==> src/rtl/display_scan_ctrl_if.sv <==
`default_nettype none
// ============================================================================
// Module   : display_scan_ctrl_if
// Brief    : Display-word write channel (valid/ready) into the scan controller.
// Revision : 1.0 - initial release
// ============================================================================
interface display_scan_ctrl_if #(
  parameter int NUM_DIGITS = 8
) ();

  logic                    valid;
  logic [4*NUM_DIGITS-1:0] data;
  logic                    ready;

  modport master (
    output valid,
    output data,
    input  ready
  );

  modport slave (
    input  valid,
    input  data,
    output ready
  );

endinterface
`default_nettype wire

==> src/rtl/display_scan_ctrl.sv <==
`default_nettype none
// ============================================================================
// Module   : display_scan_ctrl
// Brief    : Multiplexed 7-segment scan with dead-time guard and frame-aligned
//            display-word updates.
// Revision : 1.0 - initial release
// ============================================================================
module display_scan_ctrl #(
  parameter int NUM_DIGITS = 8,
  parameter int DIGIT_CYC  = 50000,
  parameter int GUARD_CYC  = 500
) (
  input  logic                  clk,
  input  logic                  rst,
  input  logic                  en,
  input  logic                  lzb,
  display_scan_ctrl_if.slave    wr,
  output logic [3:0]            hex,
  output logic                  blank,
  output logic [NUM_DIGITS-1:0] dig_sel,
  output logic                  frame_done
);

  localparam int CNT_MAX = (DIGIT_CYC > GUARD_CYC) ? DIGIT_CYC : GUARD_CYC;
  localparam int CW      = $clog2(CNT_MAX);
  localparam int IW      = $clog2(NUM_DIGITS);

  localparam logic [CW-1:0] C_DIG_LAST = CW'(DIGIT_CYC - 1);
  localparam logic [CW-1:0] C_GRD_LAST = CW'(GUARD_CYC - 1);
  localparam logic [IW-1:0] C_IDX_LAST = IW'(NUM_DIGITS - 1);

  typedef enum logic [0:0] {
    ST_GUARD = 1'b0,
    ST_SCAN  = 1'b1
  } state_t;

  state_t                       r_state, w_state_n;
  logic [CW-1:0]                r_cnt, w_cnt_n;
  logic [IW-1:0]                r_idx, w_idx_n;
  logic [NUM_DIGITS-1:0][3:0]   r_active, w_active_n;
  logic [NUM_DIGITS-1:0][3:0]   r_pending, w_pending_n;
  logic                         r_wr_ready, w_wr_ready_n;
  logic [3:0]                   w_hex_n;
  logic                         w_blank_n;
  logic [NUM_DIGITS-1:0]        w_dig_sel_n;
  logic                         w_frame_done_n;
  logic                         w_accept;

  assign w_accept = wr.valid && r_wr_ready;
  assign wr.ready = r_wr_ready;

  // Outputs are registered from the next-state values so they line up with
  // the state register rather than trailing it by a cycle.
  always_comb begin
    w_state_n      = r_state;
    w_cnt_n        = r_cnt;
    w_idx_n        = r_idx;
    w_active_n     = r_active;
    w_pending_n    = r_pending;
    w_wr_ready_n   = r_wr_ready;
    w_frame_done_n = 1'b0;
    w_hex_n        = hex;
    w_blank_n      = 1'b1;
    w_dig_sel_n    = '1;

    if (w_accept) begin
      w_pending_n  = wr.data;
      w_wr_ready_n = 1'b0;
    end

    if (en) begin
      case (r_state)
        ST_GUARD: begin
          if (r_cnt == C_GRD_LAST) begin
            w_state_n = ST_SCAN;
            w_cnt_n   = '0;
          end else begin
            w_cnt_n = r_cnt + CW'(1);
          end
        end
        ST_SCAN: begin
          if (r_cnt == C_DIG_LAST) begin
            w_state_n = ST_GUARD;
            w_cnt_n   = '0;
            if (r_idx == C_IDX_LAST) begin
              w_idx_n        = '0;
              w_frame_done_n = 1'b1;
              // A full pending buffer cannot coincide with a new accept.
              if (!r_wr_ready) begin
                w_active_n   = r_pending;
                w_wr_ready_n = 1'b1;
              end
            end else begin
              w_idx_n = r_idx + IW'(1);
            end
          end else begin
            w_cnt_n = r_cnt + CW'(1);
          end
        end
        default: begin
          w_state_n = ST_GUARD;
          w_cnt_n   = '0;
        end
      endcase

      if (w_state_n == ST_SCAN) begin
        w_dig_sel_n = ~(NUM_DIGITS'(1) << w_idx_n);
        w_hex_n     = w_active_n[w_idx_n];
        w_blank_n   = lzb && (w_idx_n != '0);
        for (int j = 0; j < NUM_DIGITS; j++) begin
          if ((IW'(j) >= w_idx_n) && (w_active_n[j] != 4'd0)) begin
            w_blank_n = 1'b0;
          end
        end
      end
    end
  end

  always_ff @(posedge clk) begin
    if (rst) begin
      r_state    <= ST_GUARD;
      r_cnt      <= '0;
      r_idx      <= '0;
      r_active   <= '0;
      r_pending  <= '0;
      r_wr_ready <= 1'b1;
      hex        <= 4'd0;
      blank      <= 1'b1;
      dig_sel    <= '1;
      frame_done <= 1'b0;
    end else begin
      r_state    <= w_state_n;
      r_cnt      <= w_cnt_n;
      r_idx      <= w_idx_n;
      r_active   <= w_active_n;
      r_pending  <= w_pending_n;
      r_wr_ready <= w_wr_ready_n;
      hex        <= w_hex_n;
      blank      <= w_blank_n;
      dig_sel    <= w_dig_sel_n;
      frame_done <= w_frame_done_n;
    end
  end

endmodule
`default_nettype wire
==> src/flat_wrapper.sv <==
// flat-port wrapper written by rule: the top's interface ports become plain ports
module display_scan_ctrl_flat 
#(
  parameter int NUM_DIGITS = 8,
  parameter int DIGIT_CYC  = 50000,
  parameter int GUARD_CYC  = 500
)
  (clk, rst, en, lzb, hex, blank, dig_sel, frame_done, wr_valid, wr_data, wr_ready);
  display_scan_ctrl_if #(.NUM_DIGITS(NUM_DIGITS)) wr_i ();
  input  logic clk;
  input  logic rst;
  input  logic en;
  input  logic lzb;
  output logic [3:0] hex;
  output logic blank;
  output logic [NUM_DIGITS-1:0] dig_sel;
  output logic frame_done;
  input wire logic [$bits(wr_i.valid)-1:0] wr_valid;
  input wire logic [$bits(wr_i.data)-1:0] wr_data;
  output wire logic [$bits(wr_i.ready)-1:0] wr_ready;
  assign wr_i.valid = wr_valid;
  assign wr_i.data = wr_data;
  assign wr_ready = wr_i.ready;
  display_scan_ctrl #(.NUM_DIGITS(NUM_DIGITS), .DIGIT_CYC(DIGIT_CYC), .GUARD_CYC(GUARD_CYC)) u_core (.clk(clk), .rst(rst), .en(en), .lzb(lzb), .wr(wr_i), .hex(hex), .blank(blank), .dig_sel(dig_sel), .frame_done(frame_done));
endmodule
==> config.mk <==
export PLATFORM = sky130hd
export DESIGN_NAME = display_scan_ctrl_flat
export DESIGN_NICKNAME = d
export VERILOG_FILES = /design/src/rtl/display_scan_ctrl_if.sv /design/src/rtl/display_scan_ctrl.sv /design/src/flat_wrapper.sv
export SDC_FILE = /design/constraint.sdc
export NUM_CORES = 1
export LEC_CHECK = 0
export BUFFER_PORTS_ARGS = -buffer_cell sky130_fd_sc_hd__buf_2
export CORE_ASPECT_RATIO = 2
export CORE_MARGIN = 4
export CORE_UTILIZATION = 58
export CTS_CLUSTER_DIAMETER = 200
export CTS_CLUSTER_SIZE = 14
export DETAILED_ROUTE_END_ITERATION = 6
export PLACE_DENSITY = 0.85
export SLEW_MARGIN = 10
export SYNTH_ARGS = -nofsm -noshare
export SYNTH_HDL_FRONTEND = slang
export SYNTH_SLANG_ARGS = --single-unit
==> constraint.sdc <==
create_clock -name clk -period 4.2 [get_ports clk]
set_clock_uncertainty 0.05 [all_clocks]
set_input_delay 0.84 -clock clk [delete_from_list [all_inputs] [get_ports clk]]
set_output_delay 0.84 -clock clk [all_outputs]
set_load 0.01 [all_outputs]
After elaboration in Yosys (flattened, before gate mapping):

Cells that the tools add are included.

* input bits: 37
* bits in registers: 99
* output and inout bits: 15
* word-level logic and storage cells: 99

* muxes and demuxes: 33
* eq/ne operators: 3
* add/subtract/negate cells: 2
* reductions and logical operators: 22
* shift-type cells: 1
* bitwise gates (word level): 5
* $lt $le $gt $ge: 9

Operators with widths (count)
* two-way mux 32 bit: 5
* two-way mux 16 bit: 2
* one-hot mux 16 bit (2 select lines): 1
* nonzero test 4 bit: 8
* two-way mux 1 bit: 18
* adder 16 x 1 -> 16 bit, second input constant: 1
* == test 16 bit, second input constant: 1
* == test 16 x 9 -> 1 bit, second input constant: 1
* binary-select mux 4 bit (select 3 bit): 1
* greater-or-equal comparator 3 bit, first input constant: 4
* two-way mux 3 bit: 4
* logical AND 1 bit: 10
* inverter 8 bit: 1
* left shift 1 x 3 -> 8 bit, first input constant: 1
* greater-or-equal comparator 1 x 3 -> 1 bit, first input constant: 2
* greater-or-equal comparator 2 x 3 -> 1 bit, first input constant: 2
* < comparator 3 x 4 -> 1 bit, second input constant: 1
* two-way mux 4 bit: 1
* inverter 1 bit: 4
* OR reduction 4 bit: 1
* adder 3 x 1 -> 3 bit, second input constant: 1
* == test 3 bit, second input constant: 1
* nonzero test 3 bit: 1
* OR reduction 3 bit: 1
* 2 further kinds: 2

Depth between registers and ports, before layout:

Gate-level depths: netlist (run 1).

* depth in word-level cells: 15
* gate-level depth with buffers: 9
* depth with buffers taken out: 8

Worst setup path after synthesis (run 1):

Ideal clock, no wire load.

* path kind: register to register
* start: register u_core.r_cnt[10]
* end: register u_core.hex[1]
* path slack: 1.238 ns
* buffers on the path: 1
* period minus slack after synthesis: 2.962 ns
* setup time: 0.134 ns
* required time: 4.016 ns
* arrival time: 2.778 ns
* stages on the path, launching flop included: 9
* path through: dfxtp_1 > or4_4 > nor4_4 > mux2i_2 > buf_2 > mux2i_1 > a21oi_1 > nor4_1 > nor4_1

* cells in the longest elaborated chain, start to end: 6
* elaborated cells between the ends (all ways): 15
* classes of those cells: 2 x eq/ne; 12 x mux; 1 x reduce/logical

RTL lines
* from (decl): line display_scan_ctrl.sv:38 `logic [CW-1:0] r_cnt, w_cnt_n;`
* from (signal assigned): line display_scan_ctrl.sv:133 `r_cnt <= w_cnt_n;`
* == test 16 bit: line display_scan_ctrl.sv:82 `if (r_cnt == C_DIG_LAST) begin`
* two-way mux 32 bit / two-way mux 3 bit (equally long branches): line display_scan_ctrl.sv:82
* two-way mux 32 bit / two-way mux 3 bit (equally long branches): line display_scan_ctrl.sv:72 `case (r_state)`
* two-way mux 32 bit / two-way mux 3 bit (equally long branches): line display_scan_ctrl.sv:71 `if (en) begin`
* binary-select mux 4 bit (select 3 bit): line display_scan_ctrl.sv:108 `w_hex_n = w_active_n[w_idx_n];`
* two-way mux 4 bit (implied by the code): line display_scan_ctrl.sv:108
* to (signal assigned): line display_scan_ctrl.sv:138 `hex <= w_hex_n;`
* to (decl): line display_scan_ctrl.sv:18 `output logic [3:0] hex,`

Parallel ways exist; a longest one is shown, timed or not. The select of a mux whose other input is x is not followed.
A chain may end at the register's enable or synchronous reset.

Worst setup path after layout (run 1):

* start: register u_core.r_cnt[10]
* end: register u_core.hex[0]

Same word-level chain as after synthesis.

==> results of run 1 <==
-- cell families (layout without fill, tap and decap cells) --
family          count (synthesis)  after routing  share of synthesized area, %
simple gates                  247            247                          25.4
fa+ha+maj                       3              3                         0.865
flops                          99             99                          45.7
buf+inv                        34             75                          3.00
xor+xnor                       14             14                          2.83
mux                            27             27                          6.81
compound gates                115            115                          15.5
-- cell type report --
class | instances | area share [%]
multi-input cells | 406 | 45.2
flip-flops and latches | 99 | 40.2
repair buffers | 56 | 5.94
clock buffers | 9 | 4.57
well taps | 92 | 2.34
clock inverters | 7 | 1.52
inverters | 3 | 0.229
-- cell usage after synthesis (all sizes together) (4+ instances only) --
| cell | number |
|---|---|
| a21oi | 78 |
| nor3 | 4 |
| nand2 | 165 |
| nor4 | 11 |
| mux2i | 22 |
| dfxtp | 99 |
| nand3 | 7 |
| xnor2 | 4 |
| or4 | 4 |
| a211oi | 4 |
| a2111oi | 5 |
| o41ai | 8 |
| o21ai | 9 |
| clkbuf | 29 |
| nand4 | 6 |
| mux2 | 4 |
| xor2 | 10 |
| nor2 | 28 |
-- sequential cells by signal, indices dropped and copies added, names as in the netlist --
register / flops
u_core.blank: 1
u_core.dig_sel: 8
u_core.frame_done: 1
u_core.hex: 4
u_core.r_active: 32
u_core.r_cnt: 16
u_core.r_idx: 3
u_core.r_pending: 32
u_core.r_state: 1
u_core.wr.ready: 1
-- layer usage --
| metal | wire (um) | track usage (%) | share of wire (%) |
|---|---|---|---|
| met2 | 5840 | 44.7 | 54 |
| met3 | 539 | 4.39 | 5.0 |
| met1 | 3920 | 26.0 | 36 |
| met5 | 0 | 0 | 0 |
| met4 | 548 | 16.1 | 5.1 |
-- worst min-delay path: cells and delay by family (launching register included) --
kind,cells,cell delay (ns)
flops,1,0.31
compound gates,1,0.06
simple gates,1,0.06
-- cell usage in the layout, fill, tap and decap left out, types with 2 or more instances in the layout --
cell	instances
clkbuf_16	9
xor2_1	10
mux2i_2	2
nor3_1	4
nand4_1	6
clkinvlp_4	3
nor2_1	27
and3_1	3
buf_4	5
a211oi_1	4
or4_1	3
o41ai_1	8
a31oi_1	3
a21oi_1	78
or4b_2	2
mux2_2	4
a2111oi_0	3
inv_1	3
mux2i_1	20
buf_2	51
and2_1	3
nor4_1	10
o21ai_0	8
or3_1	2
inv_6	2
nand2_1	165
nand3_1	7
nand2b_1	3
ha_1	3
nor3b_1	2
xnor2_1	4
dfxtp_1	99
-- metrics by stage --
step | total power, mW | worst slack [ns] | std cells
final | 1.92 | 0.828 | 672
after global routing | 1.97 | 0.441 | 672
after CTS | 1.93 | 0.864 | 672
after detailed placement | 1.11 | 0.902 | 656
after global placement | 1.11 | 1.02 | 656
after floorplan | 1.07 | 1.24 | 539
-- worst max-delay path by stage --
stage	end	cells past startpoint
after floorplan	u_core.hex[1]	8
after global placement	u_core.hex[0]	8
after detailed placement	u_core.hex[0]	8
after CTS	u_core.hex[0]	8
after global routing	u_core.hex[0]	8
final	u_core.hex[0]	8
-- power breakdown --
part	switching (mW)	leakage [nW]	internal, mW
logic	0.0690	0.899	0.0432
clock network	0.361	0.138	0.465
registers	0.0243	0.804	0.960
==> qor.csv, run 1 <==
metric,value,unit
ant diodes,0,
Util after Layout,67.8,%
Fin Setup TNS,0,ns
DR DRC count,0,
Area contributors post-synth,"dfxtp_1 (46%), nand2_1 (14%), a21oi_1 (9.0%)",
Register Area,1980,um2
fmax,297,MHz
Worst Setup Path Type,reg2reg,
Critical R2R Launch,u_core.r_cnt[10],
"Seq/Total Area, Yosys",45.7,%
Final setup viols,0,
first-pass GRT wire length,18000,um
Syn. warnings,0,
post-CTS setup buffers,0,
critical path peak fanout,12,
"wirelength, routed",10800,um
Layout Nets,615,
Worst Hold Class,reg2reg,
vias in the first global route,3832,
Startpoint Class,flop,
initial antenna violation count,0,
CTS Root Cell,clkbuf_16,
Antenna Violating Nets Remaining,0,
io pins,52,
Power Dens Cells,390,nW/um2
largest net degree at the start of global routing,42,
"Hold Vio Cnt, Final",0,
RSZ-0062 raised after global routing,false,
Vias,4015,
"Design Area, Final",4930,um2
Worst path max stage delay,0.62,ns
highest-delay cell along the critical path,mux2i_2,
worst path required time,4.36,ns
area of the multi-input gates,2230,um2
start point of the critical path,u_core.r_cnt[10],
status,"finished, final reports clean",
Num Clock Sinks,99,
placer congestion estimate,0.970,
Worst Path Arrival,3.53,ns
filler instances,614,
WP buf/inv,1,
Top Family by Delay on Critical Path,simple AND/OR/NAND/NOR gates,
top cell type's share of synthesized area,45.7,%
"Avg Cell Area, Syn",8.05,um2
min Tclk post-route,3.37,ns
Die Wd,69.2,um
FF-to-FF path depth,8,
final slew viol count,0,
fraction of registers with async set/reset,0,%
detailed router's first-iteration violation count,250,
share of layout cells above drive strength 1,15.2,%
Rows,44,
CP cell instances,or4_4 > nor4_4 > mux2i_2 > buf_4 > mux2i_1 > o21ai_0 > a2111oi_0 > a2111oi_0,
grt ovf,0,
CTS H-tree lvls,3,
Post-synth EDFFs,0,
Clock Path Buffers,2,
Clock Latency Late Sink,0.34,ns
crit end category,flop,
Hold Path Sink,u_core.r_active[1],
cts repair resizes,0,
area of the die,9010,um2
first drt pass iteration count,4,
CTS Hold Bufs,0,
FF-to-FF setup slack,0.83,ns
max-cap violations,0,
DP HPWL,7680,um
post-synthesis cell type count,51,
placed cell areas,4630,um2
Worst slew margin,23.4,%
Tcrit/Tclk final,80.3,%
hold depth,2,
"FF+latch count, synth",99,
TritonCTS Buffers,9,
CORE AREA,7270,um2
Worst path most repeated cell,a2111oi_0,
worst flop-to-flop path endpoint,u_core.hex[0],
Worst VDD drop,0.319,mV
Die Y,130,um
GRT Util Overall,24.7,%
Hold WS,0.415,ns
Lkg Pwr,1.84,nW
Min-Delay Startpoint,u_core.r_active[1],
Post-Syn Area,4340,um2
I/O Buffers,51,
Area growth syn-to-layout,13.6,%
Synth Net Count,579,
Gate Count Post-Synth,539,
largest area contributor in the synthesized netlist,dfxtp_1,
Avg WL per Cell,16.1,um
TritonCTS clock tree,yes,
Worst Max-Slew Pin Slew,1.15,ns
clock transition at the registers of the reported paths,0.07,ns
DR vias/cell,5.97,
initial core utilization,59.7,%
leading register cell type out of synthesis,dfxtp_1,
No activity file was read; power rests on OpenSTA's default activity.
==> run 2, diff against run 1 <==
CORE_UTILIZATION = 52   (was 58)
PLACE_DENSITY = 0.8   (was 0.85)
clock period = 2.9 ns   (was 4.2 ns; I/O delays follow)
==> qor.csv, run 2 (synthesis gave the netlist of run 1 again) <==
metric,value,unit,change
top flop regs,"u_core.r_active (32), u_core.r_pending (32), u_core.r_cnt (16)",,
Lkg Pwr,2.02,nW,+9.5%
CTS Root Cell,clkbuf_16,,
Tcrit/Tclk final,96.8,%,+17 points
Die Wd,72.6,um,+5.0%
Cell Int Power,2.26,mW,+54%
Power Dens Cells,555,nW/um2,+42%
detailed router's first-iteration violation count,154,,-38%
"Design Area, Final",5270,um2,+6.9%
Area growth syn-to-layout,21.4,%,
placed cell areas,4840,um2,+4.6%
TritonCTS clock tree,yes,,
ant diodes,0,,unchanged
Worst Hold Class,reg2reg,,
filler instances,662,,+7.8%
Worst VDD drop,0.470,mV,+47%
max-cap violations,0,,unchanged
Setup WS post-layout,0.0932,ns,-0.735 ns
min Tclk post-route,2.81,ns,-0.565 ns
switching part of the total,22.5,%,-1.1 points
fmax,356,MHz,+20%
power share of the clock group,44.5,%,+1.6 points
Num Clock Sinks,99,,unchanged
"commonest cells after routing, fill and taps aside","nand2_1 (165), dfxtp_1 (98), a21oi_1 (78)",,
share of layout cells above drive strength 1,20.1,%,+5.0 points
"Hold Vio Cnt, Final",0,,unchanged
CORE AREA,8060,um2,+11%
"wirelength, routed",11500,um,+5.7%
io pins,52,,unchanged
initial core utilization,53.8,%,-5.9 points
area of the multi-input gates,2290,um2,+2.9%
worst path required time,3.06,ns,-1.30 ns
critical path peak fanout,5,,-7
Clock Path Buffers,2,,unchanged
I/O Buffers,51,,unchanged
Vias,4091,,+1.9%
Layout Nets,641,,+4.2%
placer congestion estimate,0.971,,about the same
TritonCTS Buffers,9,,unchanged
DR DRC count,0,,unchanged
crit end category,flop,,
CTS Hold Bufs,0,,unchanged
post-CTS setup buffers,0,,unchanged
Rows,46,,+4.5%
Net Sw Power,659,uW,+45%
DR vias/cell,5.83,,-2.5%
FF-to-FF setup slack,0.09,ns,-0.74 ns
Avg WL per Cell,16.3,um,+1.2%
Tot Pwr,2.92,mW,+52%
"most common cell after layout, fill and taps aside",nand2_1,,
first drt pass iteration count,5,,+1
Worst slew margin,54.2,%,+31 points
DP HPWL,8280,um,+7.8%
vias in the first global route,4007,,+4.6%
initial antenna violation count,0,,unchanged
Logic pwr share,6.7,%,+0.9 points
Register Area,1980,um2,about the same
status,"finished, final reports clean",,
pre-CTS setup slack,-0.0373,ns,-0.939 ns
first-pass GRT wire length,18700,um,+4.2%
Clock Latency Late Sink,0.34,ns,about the same
Worst Max-Slew Pin Slew,0.678,ns,-0.471 ns
Worst Setup Path Type,reg2reg,,
largest net degree at the start of global routing,50,,+19%
area of the die,9960,um2,+10%
GRT Util Overall,24.1,%,-0.59 points
Die Y,137,um,+5.3%
sequential power share,48.7,%,-2.5 points
grt ovf,0,,unchanged
Startpoint Class,flop,,
Worst Path Arrival,2.96,ns,-0.57 ns
final slew viol count,0,,unchanged
Final setup viols,0,,unchanged
CTS H-tree lvls,3,,unchanged
Antenna Violating Nets Remaining,0,,unchanged
clock transition at the registers of the reported paths,0.07,ns,about the same
==> run 2: cell types whose count changed in the layout (fill, tap and decap cells not counted), sizes merged <==
cell,previous run,this run
clkinvlp,3,1
buf,56,81
clkbuf,9,11
bufinv,1,2
==> run 2: final timing paths <==
kind | start | to | cells past startpoint
worst max-delay path | u_core.r_cnt[1] | u_core.hex[2] | 11
worst min-delay path | u_core.r_active[1] | u_core.r_active[1] | 2
worst max register to register | u_core.r_cnt[1] | u_core.hex[2] | 11
worst min register to register | u_core.r_active[1] | u_core.r_active[1] | 2
==> run 2: final cells by class <==
| class | instances | area share (%) |
|---|---|---|
| Sequential cell | 99 | 37.7 |
| Clock buffer | 10 | 4.54 |
| Inverter | 3 | 0.214 |
| Timing Repair Buffer | 82 | 9.98 |
| Clock inverter | 6 | 1.83 |
| Multi-Input combinational cell | 406 | 43.5 |
| Tap cell | 96 | 2.28 |
==> run 2: power by group through the flow <==
stage	Sequential (mW)	Combinational (mW)	Clock (mW)
detailed placement	1.45	0.184	0
global route	1.43	0.219	1.38
global placement	1.45	0.179	0
finish	1.42	0.197	1.30
floorplan	1.44	0.112	0
CTS	1.42	0.186	1.32
==> run 2: stage by stage <==
step                util [%]  hold slack (ns)  std cells  setup TNS [ns]
finish                  65.3            0.408        702               0
global route            65.3            0.412        702          -0.170
CTS                     64.3            0.407        701         -0.0210
detailed placement      60.1            0.401        685         -0.0546
global placement        60.1            0.394        685         -0.0327
floorplan                  -            0.383        539               0
==> run 2: timing repair <==
item,in CTS,in global routing
setup endpoints to repair,2,10
gates cloned,0,1
resized for setup,2,16
pin swaps,0,7
==> run 2: metal layers <==
metal / track usage (%) / share of wire, % / vias up
li1: - / - / 1992
met1: 24.7 / 36 / 1922
met2: 43.5 / 54 / 129
met3: 4.26 / 3.7 / 48
met4: 15.4 / 5.9 / 0
met5: 0 / 0 / -
==> run 2: worst max-delay path, cell delays in order (launching register included) <==
cell     delay [ns]
dfxtp_2        0.38
ha_4           0.15
nand4_1        0.20
nor4_4         0.48
buf_4          0.22
nor3b_1        0.06
a31oi_2        0.29
buf_4          0.18
a21oi_1        0.05
nor4_1         0.35
buf_4          0.18
o41ai_1        0.06
